===== config.mk =====
export PLATFORM = sky130hd
export DESIGN_NAME = river_crossing_ctrl
export DESIGN_NICKNAME = d
export VERILOG_FILES = /design/src/rtl/mc_pkg.sv /design/src/rtl/mc_move_checker.sv /design/src/rtl/river_crossing_ctrl.sv
export SDC_FILE = /design/constraint.sdc
export NUM_CORES = 1
export LEC_CHECK = 0
export ABC_AREA = 0
export BUFFER_PORTS_ARGS = -buffer_cell sky130_fd_sc_hd__buf_2
export CORE_MARGIN = 4
export CORE_UTILIZATION = 25
export DETAILED_ROUTE_END_ITERATION = 10
export MAX_ROUTING_LAYER = met4
export SLEW_MARGIN = 0
export SYNTH_ARGS = -nofsm -noshare
export SYNTH_HDL_FRONTEND = slang
export SYNTH_SLANG_ARGS = --single-unit

===== constraint.sdc =====
create_clock -name clk -period 3.25 [get_ports clk]
set_input_delay 0.325 -clock clk [delete_from_list [all_inputs] [get_ports clk]]
set_output_delay 0.325 -clock clk [all_outputs]
set_load 0.005 [all_outputs]

===== src/rtl/mc_pkg.sv =====
// Shared types and helpers for the missionary/cannibal move controller.
// The move limit is controlled by MC_MOVE_LIMIT_EN in river_crossing_ctrl.sv.
package mc_pkg;

   typedef enum logic [2:0] {
      IDLE  = 3'd0,
      CHECK = 3'd1,
      APPLY = 3'd2,
      EVAL  = 3'd3,
      WON   = 3'd4,
      LOST  = 3'd5
   } mc_state_e;

   localparam int MC_DEF_N        = 3;
   localparam int MC_DEF_BOAT_CAP = 2;
   // Counts are widened to this width before they reach bank_unsafe.
   localparam int MC_FW           = 4;

   function automatic logic bank_unsafe(input logic [MC_FW-1:0] m, input logic [MC_FW-1:0] c);
      return (m != '0) && (c > m);
   endfunction

endpackage


===== src/rtl/mc_move_checker.sv =====
// Combinational legality check of a boat load, and the left-bank counts that
// result if the load crosses from the current boat side.
module mc_move_checker
   import mc_pkg::*;
#(
   parameter int N        = MC_DEF_N,
   parameter int BOAT_CAP = MC_DEF_BOAT_CAP,
   parameter int CW       = $clog2(N + 1)
) (
   input  logic [CW-1:0] load_m_i,
   input  logic [CW-1:0] load_c_i,
   input  logic [CW-1:0] bank_m_i,
   input  logic [CW-1:0] bank_c_i,
   input  logic          boat_side_i,
   output logic          legal_o,
   output logic [CW-1:0] next_m_o,
   output logic [CW-1:0] next_c_o
);

   localparam logic [CW-1:0] N_W   = CW'(N);
   localparam logic [CW:0]   CAP_W = (CW + 1)'(BOAT_CAP);

   logic [CW:0]   load_sum;
   logic [CW-1:0] avail_m;
   logic [CW-1:0] avail_c;

   always_comb begin
      load_sum = {1'b0, load_m_i} + {1'b0, load_c_i};
      // People available to board are those on the bank where the boat sits.
      avail_m  = boat_side_i ? (N_W - bank_m_i) : bank_m_i;
      avail_c  = boat_side_i ? (N_W - bank_c_i) : bank_c_i;
      legal_o  = (load_sum != '0) && (load_sum <= CAP_W) &&
                 (load_m_i <= avail_m) && (load_c_i <= avail_c);
      next_m_o = boat_side_i ? (bank_m_i + load_m_i) : (bank_m_i - load_m_i);
      next_c_o = boat_side_i ? (bank_c_i + load_c_i) : (bank_c_i - load_c_i);
   end

endmodule


===== src/rtl/river_crossing_ctrl.sv =====
// Interactive move controller for the river-crossing puzzle: FSM plus bank registers.
// Define MC_MOVE_LIMIT_EN to lose the game when move_count reaches MAX_MOVES.
module river_crossing_ctrl
   import mc_pkg::*;
#(
   parameter  int N         = MC_DEF_N,
   parameter  int BOAT_CAP  = MC_DEF_BOAT_CAP,
   parameter  int MAX_MOVES = 15,
   localparam int CW        = $clog2(N + 1)
) (
   input  logic          clk,
   input  logic          reset,
   input  logic          restart,
   input  logic          move_valid,
   input  logic [CW-1:0] move_m,
   input  logic [CW-1:0] move_c,
   output logic          move_ready,
   output logic          reject,
   output logic [CW-1:0] missionary_left,
   output logic [CW-1:0] cannibal_left,
   output logic          boat_side,
   output logic [4:0]    move_count,
   output logic          win,
   output logic          lose,
   output logic [2:0]    dbg_state
);

   // Handshake: a load is taken on any rising edge where move_valid and
   // move_ready are both high; move_ready is high only in IDLE.

`ifdef MC_MOVE_LIMIT_EN
   localparam logic LIMIT_EN = 1'b1;
`else
   localparam logic LIMIT_EN = 1'b0;
`endif

   localparam logic [CW-1:0] N_W       = CW'(N);
   localparam logic [4:0]    LIMIT_CNT = 5'(MAX_MOVES);

   mc_state_e     state_q;
   logic [CW-1:0] load_m_q, load_c_q;
   logic [CW-1:0] ml_q, cl_q;
   logic          boat_q;
   logic [4:0]    count_q;
   logic          win_q, lose_q, reject_q;

   logic          legal;
   logic [CW-1:0] next_m, next_c;
   logic          any_unsafe;
   logic          limit_hit;

   mc_move_checker #(
      .N        (N),
      .BOAT_CAP (BOAT_CAP),
      .CW       (CW)
   ) u_checker (
      .load_m_i    (load_m_q),
      .load_c_i    (load_c_q),
      .bank_m_i    (ml_q),
      .bank_c_i    (cl_q),
      .boat_side_i (boat_q),
      .legal_o     (legal),
      .next_m_o    (next_m),
      .next_c_o    (next_c)
   );

   assign any_unsafe = bank_unsafe(MC_FW'(ml_q), MC_FW'(cl_q)) ||
                       bank_unsafe(MC_FW'(N_W - ml_q), MC_FW'(N_W - cl_q));
   assign limit_hit  = LIMIT_EN && (count_q == LIMIT_CNT);

   always_ff @(posedge clk or negedge reset) begin
      if (!reset) begin
         state_q  <= IDLE;
         load_m_q <= '0;
         load_c_q <= '0;
         ml_q     <= N_W;
         cl_q     <= N_W;
         boat_q   <= 1'b0;
         count_q  <= '0;
         win_q    <= 1'b0;
         lose_q   <= 1'b0;
         reject_q <= 1'b0;
      end else if (restart) begin
         state_q  <= IDLE;
         load_m_q <= '0;
         load_c_q <= '0;
         ml_q     <= N_W;
         cl_q     <= N_W;
         boat_q   <= 1'b0;
         count_q  <= '0;
         win_q    <= 1'b0;
         lose_q   <= 1'b0;
         reject_q <= 1'b0;
      end else begin
         reject_q <= 1'b0;
         case (state_q)
            IDLE: begin
               if (move_valid) begin
                  load_m_q <= move_m;
                  load_c_q <= move_c;
                  state_q  <= CHECK;
               end
            end
            CHECK: begin
               if (!legal) begin
                  reject_q <= 1'b1;
                  state_q  <= IDLE;
               end else begin
                  state_q  <= APPLY;
               end
            end
            APPLY: begin
               ml_q   <= next_m;
               cl_q   <= next_c;
               boat_q <= ~boat_q;
               if (count_q != 5'd31) count_q <= count_q + 5'd1;
               state_q <= EVAL;
            end
            EVAL: begin
               // A win outranks both an unsafe bank and the move limit.
               if (ml_q == '0 && cl_q == '0) begin
                  win_q   <= 1'b1;
                  state_q <= WON;
               end else if (any_unsafe || limit_hit) begin
                  lose_q  <= 1'b1;
                  state_q <= LOST;
               end else begin
                  state_q <= IDLE;
               end
            end
            default: state_q <= state_q;
         endcase
      end
   end

   assign move_ready      = (state_q == IDLE);
   assign reject          = reject_q;
   assign missionary_left = ml_q;
   assign cannibal_left   = cl_q;
   assign boat_side       = boat_q;
   assign move_count      = count_q;
   assign win             = win_q;
   assign lose            = lose_q;
   assign dbg_state       = state_q;

endmodule


# == Yosys cells after proc, flatten, opt, wreduce, memory -nomap -nowiden ==
# Index checks and enable logic that the tools add are counted.
# classes
n_eq_ne,6
n_bitwise,1
addsub,10
n_reduce_logical,26
n_lt_le_gt_ge,5
mux,35
# op_table
operator,count
2-bit two-way mux,15
2-bit nonzero test,8
5-bit two-way mux,3
1-bit two-way mux,12
3-bit two-way mux,4
3-bit one-hot mux with 4 select lines,1
2-bit AND reduction,4
3-bit by 2-bit == test with 1-bit output (second input constant),2
1-bit logical AND,6
2-bit by 2-bit subtractor with 3-bit output (first input constant),2
5-bit by 1-bit adder with 5-bit output (second input constant),1
5-bit != test (second input constant),1
5-bit nonzero test,1
2-bit adder,2
4-bit > comparator,1
2-bit less-or-equal comparator,2
2-bit logical NOT,2
4-bit nonzero test,1
2-bit subtractor,2
2-bit subtractor (first input constant),2
2-bit by 2-bit adder with 3-bit output,1
3-bit by 1-bit == test with 1-bit output (second input constant),1
3-bit by 2-bit less-or-equal comparator with 1-bit output (second input constant),1
3-bit logical NOT,1
other kinds (7),7
# word_totals
regBits,20
word_cells,93
input_bits,8
out_inout_bits,17

# == Depth between registers and ports, before layout ==
# depth
word_depth,8
depth_mapped,7
depth_no_buf,7

# == Hierarchy ==
# Synthesis repeated with hierarchy kept, for this count alone.
# hier_totals
cells_unflattened,128
hier_area_um2,1358.8
# modules_own_cells
mod,cells_each,seq_area_each_um2,area_each_um2,n_inst
river_crossing_ctrl,99,505.5,1036.0,1
mc_move_checker,29,0.0,322.8,1

# == Worst setup path before layout ==
# No wires, ideal clock.
# synth_timing
path_kind,register -> register
from,"reg count_q[0], in the netlist move_count[0]"
to,"reg count_q[3], in the netlist move_count[3]"
required_time_ps,3118
stages_incl_launch_ff,8
path_buffers,0
setup_time_ps,132
setup_slack_ps,1391
arrival_time_ps,1727
synth_period_minus_slack_ps,1859
path_cell_list,dfrtp_1 -> ha_1 -> and3_1 -> ha_1 -> nor4b_4 -> nand4_1 -> xor2_1 -> nor2_1
# synth_via
elab_chain_len,4
word_cells_on_any_way,7
cone_classes,1 x add/sub; 1 x eq/ne; 3 x mux; 2 x reduce/logical
# synth_rtl
item,line_no,rtl
"start, declared",river_crossing_ctrl.sv:44,logic [4:0] count_q;
"start signal, assigned",river_crossing_ctrl.sv:116,if (count_q != 5'd31) count_q <= count_q + 5'd1;
5-bit by 1-bit adder with 5-bit output,river_crossing_ctrl.sv:116,
5-bit two-way mux,river_crossing_ctrl.sv:116,
5-bit two-way mux,river_crossing_ctrl.sv:96,case (state_q)
5-bit two-way mux,river_crossing_ctrl.sv:83,end else if (restart) begin
# Several ways; a longest one is shown, not always the timed one. The select of a mux whose other input is x is not followed.
# A chain may end at the register's enable or synchronous reset.

# == Worst setup path after layout ==
# Ends and elaborated chain as after synthesis.

==> reports/qor_table.md <==
| Stage | Result | This run |
|---|---|---|
| status | Status | complete, no violations |
| setup path | Path depth of the worst reg2reg path | 7 |
| logic synthesis | Netlist area before placement | 1290 um2 |
| power | Peak supply drop | 0.267 mV |
| power | Cell Pwr Density | 413 nW/um2 |
| clock tree | CTS sink cnt | 20 |
| sta | Setup repair after global routing missed its margin | false |
| sta | Peak clock frequency supported by timing | 510 MHz |
| die | Number of standard-cell rows in the floorplan | 25 |
| routing | Post-detailed-route count of antenna-violating nets | 0 |
| setup path | R2R Path Start | move_count[0] |
| die | Die extent in x | 79.9 um |
| logic synthesis | Number of cells produced by synthesis | 138 |
| placement | Estimated wirelength of the detail-placed design | 2.07 mm |
| logic synthesis | Ys Warns | 0 |
| global route | Antenna violations before repair | 0 |
| logic synthesis | Portion of the post-synthesis area used by sequential elements | 39.1% |
| logic synthesis | Synthesized netlist net count | 160 |
| die | CORE AREA | 4880 um2 |
| global route | First-pass GRT wire length | 5.02 mm |
| final layout | Layout cell share with drive strength beyond 1 | 21.6% |
| setup path | Largest fanout on the critical path | 5 |
| clock tree | Clock transition at the registers of the reported paths | 0.08 ns |
| sta | Number of pins with negative max-slew slack in the final report | 0 |
| clock tree | Clock tree root driver cell | clkbuf_8 |
| logic synthesis | Synth async-reset ratio | 100% |
| setup path | Critical path type | flip-flop to flip-flop |
| sta | Total of endpoints with negative setup slack in the final report | 0 |
| sta | Slew @ Worst Pin | 0.461 ns |
| setup path | Max stage delay cell, worst path | nor4b_4 |
| logic synthesis | Average instance area after synthesis | 9.37 um2 |
| global route | Pin count of the biggest net entering global routing | 21 |
| sta | Shortest clock period the worst path allows after layout | 1.96 ns |
| setup path | Cell-by-cell trace of the critical path | ha_1, and3_1, ha_1, nor4b_4, nand4_1, xor2_1, nor2_1 |
| setup path | Capturing point of the worst reg2reg path | move_count[3] |
| logic synthesis | Synth Register Bits | 20 |
| global route | Total global routing overflow | 0 |
| die | Number of ports placed on the die boundary | 25 |
| clock tree | Post-CTS Hold Buffers | 0 |
| power | Total power | 0.000633 W |
| setup path | Register-to-register setup slack | 1.29 ns |
| clock tree | Number of buffers created by CTS | 3 |
| clock tree | Postcts setup bufs | 0 |
| worst hold path | Class of the most critical hold timing path | primary input to asynchronous set/reset pin |
| sta | Normalized max-slew margin | 69.2% |
| final layout | Most used cells in the layout excluding fill and tap cells | buf_2 (24), dfrtp_1 (16), nor2_1 (15), ha_1 (13), inv_1 (11) |
| routing | Total detailed-routing wirelength | 2.78 mm |
| flow run | Max Cap Violations | 0 |
| routing | Per-cell routed wire length | 12.1 um |
| routing | Via-to-Cell Ratio | 4.47 |
| placement | Global placer's final weighted congestion | 0.728 |
| die | Die H | 79.9 um |
| logic synthesis | Synth area leaders | dfrtp_1 (31%), ha_1 (13%), dfstp_2 (8.1%), xor2_1 (4.7%), nor2_1 (4.4%) |
| final layout | Synthesis-to-layout area growth | 18.4% |
| setup path | Arrival time of data at the critical path endpoint | 2.10 ns |
| sta | Period Utilization, post-route | 60.3% |
| power | Leakage power | 0.751 nW |
| die | Effective utilization at floorplan | 26.5% |
| clock tree | Resize count post-CTS | 0 |
| logic synthesis | Most common flop cell mapped by yosys | dfrtp_1 |
| logic synthesis | Area leader, netlist | dfrtp_1 |
| global route | Vias in the first global route | 1086 |
| die | Die Area | 6380 um2 |
| final layout | Leading cell type in the layout, fill and taps excluded | buf_2 |
| global route | Total track usage | 10.3% |
| setup path | Req. time, crit path | 3.39 ns |
| logic synthesis | EDFF count, synth | 0 |
| setup path | Most common cell on crit path | ha_1 |
| logic synthesis | Count of cell types in the netlist | 31 |
| final layout | Layout Nets | 185 |
| sta | Final-layout setup total negative slack | 0 ns |
| clock tree | Latest clock arrival within the worst-skew pair | 0.26 ns |
| routing | Number of remaining DRC errors | 0 |
| final layout | N_diodes | 0 |
| setup path | Category of the worst setup path capture point | flip-flop |
| sta | Hold Vio Cnt, Final | 0 |
| logic synthesis | Synth top area share | 31.0% |
| routing | Number of iterations in the first detailed-routing pass | 4 |
| final layout | Number of inserted filler cells in the final layout | 549 |
| setup path | Largest stage delay on the critical path | 0.45 ns |
| routing | Count of vias placed by the detailed router | 1023 |
| clock tree | H-tree depth reported by CTS | 1 |
| sta | Post-route clock skew | 0.00304 ns |
| routing | Number of violations reported at the end of detailed-routing iteration 0 | 42 |
| placement | IO Port Bufs | 24 |
| setup path | Crit path launch type | flip-flop |
| clock tree | CTS tree | built |
| clock tree | CTS max path bufs | 2 |
-- critical path: cells and delay by family, from the launching register on --
kind	cells	cell delay, ns
xor+xnor	1	0.16
fa+ha+maj	2	0.42
simple gates	4	0.84
flops	1	0.42
-- registers in the layout (all words and copies together) (netlist names) --
signal	cells
move_count	5
dbg_state	3
cannibal_left	2
load_c_q	2
load_m_q	2
missionary_left	2
boat_side	1
lose	1
reject	1
win	1
-- cell type report --
class,count,area [um2],area share (%)
repair buffers,24,120,7.85
flip-flops and latches,20,505,33.0
clock buffers,4,55.1,3.60
inverters,11,41.3,2.70
well taps,67,83.8,5.48
multi-input cells,103,724,47.3
-- stage by stage --
stage	instances	area, um2	util (%)	setup WS [ns]	hold WS (ns)
final	229	1530	31.4	1.29	0.00640
after floorplan	138	1290	-	1.39	0.0294
after global placement	225	1480	30.2	1.34	0.307
after CTS	229	1530	31.4	1.29	0.0185
after global routing	229	1530	31.4	1.16	0.0321
after detailed placement	225	1480	30.2	1.29	0.307
-- worst max path at each step --
stage,start,to,slack [ns],cells after the start
floorplan,move_count[0],move_count[3],1.39,7
global placement,move_count[0],move_count[3],1.34,7
detailed placement,move_count[0],move_count[3],1.29,7
CTS,move_count[0],move_count[3],1.29,7
global route,move_count[0],move_count[3],1.16,7
finish,move_count[0],move_count[3],1.29,7
-- kinds of logic (layout without fill, tap and decap cells) --
group / Yosys count / in the layout / synth area share [%]
simple gates: 51 / 51 / 21.0
fa+ha+maj: 14 / 14 / 14.1
compound gates: 21 / 21 / 9.00
buf+inv: 15 / 39 / 4.84
xor+xnor: 13 / 13 / 8.81
mux: 4 / 4 / 3.10
flops: 20 / 20 / 39.1
-- metal layers --
layer  up-vias  global-route usage (%)  wire length (um)
met2        22                    16.2              1260
li1        515                       -                 -
met5         -                       -                 0
met4         0                    2.03                24
met3         4                    3.05               135
met1       482                    13.3              1360
-- synth_stat cells (all sizes together) (3+ instances only) --
master / n
nand3: 9
o21ai: 8
inv: 11
nor2b: 4
dfstp: 4
ha: 13
xor2: 7
mux2i: 4
buf: 3
a21oi: 9
nor2: 15
xnor2: 6
nand2: 10
dfrtp: 16
-- power breakdown --
| group | total (W) | internal (W) | switching [W] | leakage [nW] |
|---|---|---|---|---|
| Sequential | 0.000293 | 0.000265 | 0.0000276 | 0.262 |
| Clock | 0.000193 | 0.000108 | 0.0000855 | 0.0288 |
| Combinational | 0.000146 | 0.0000673 | 0.0000792 | 0.461 |
(Power assumes the default switching activity.)
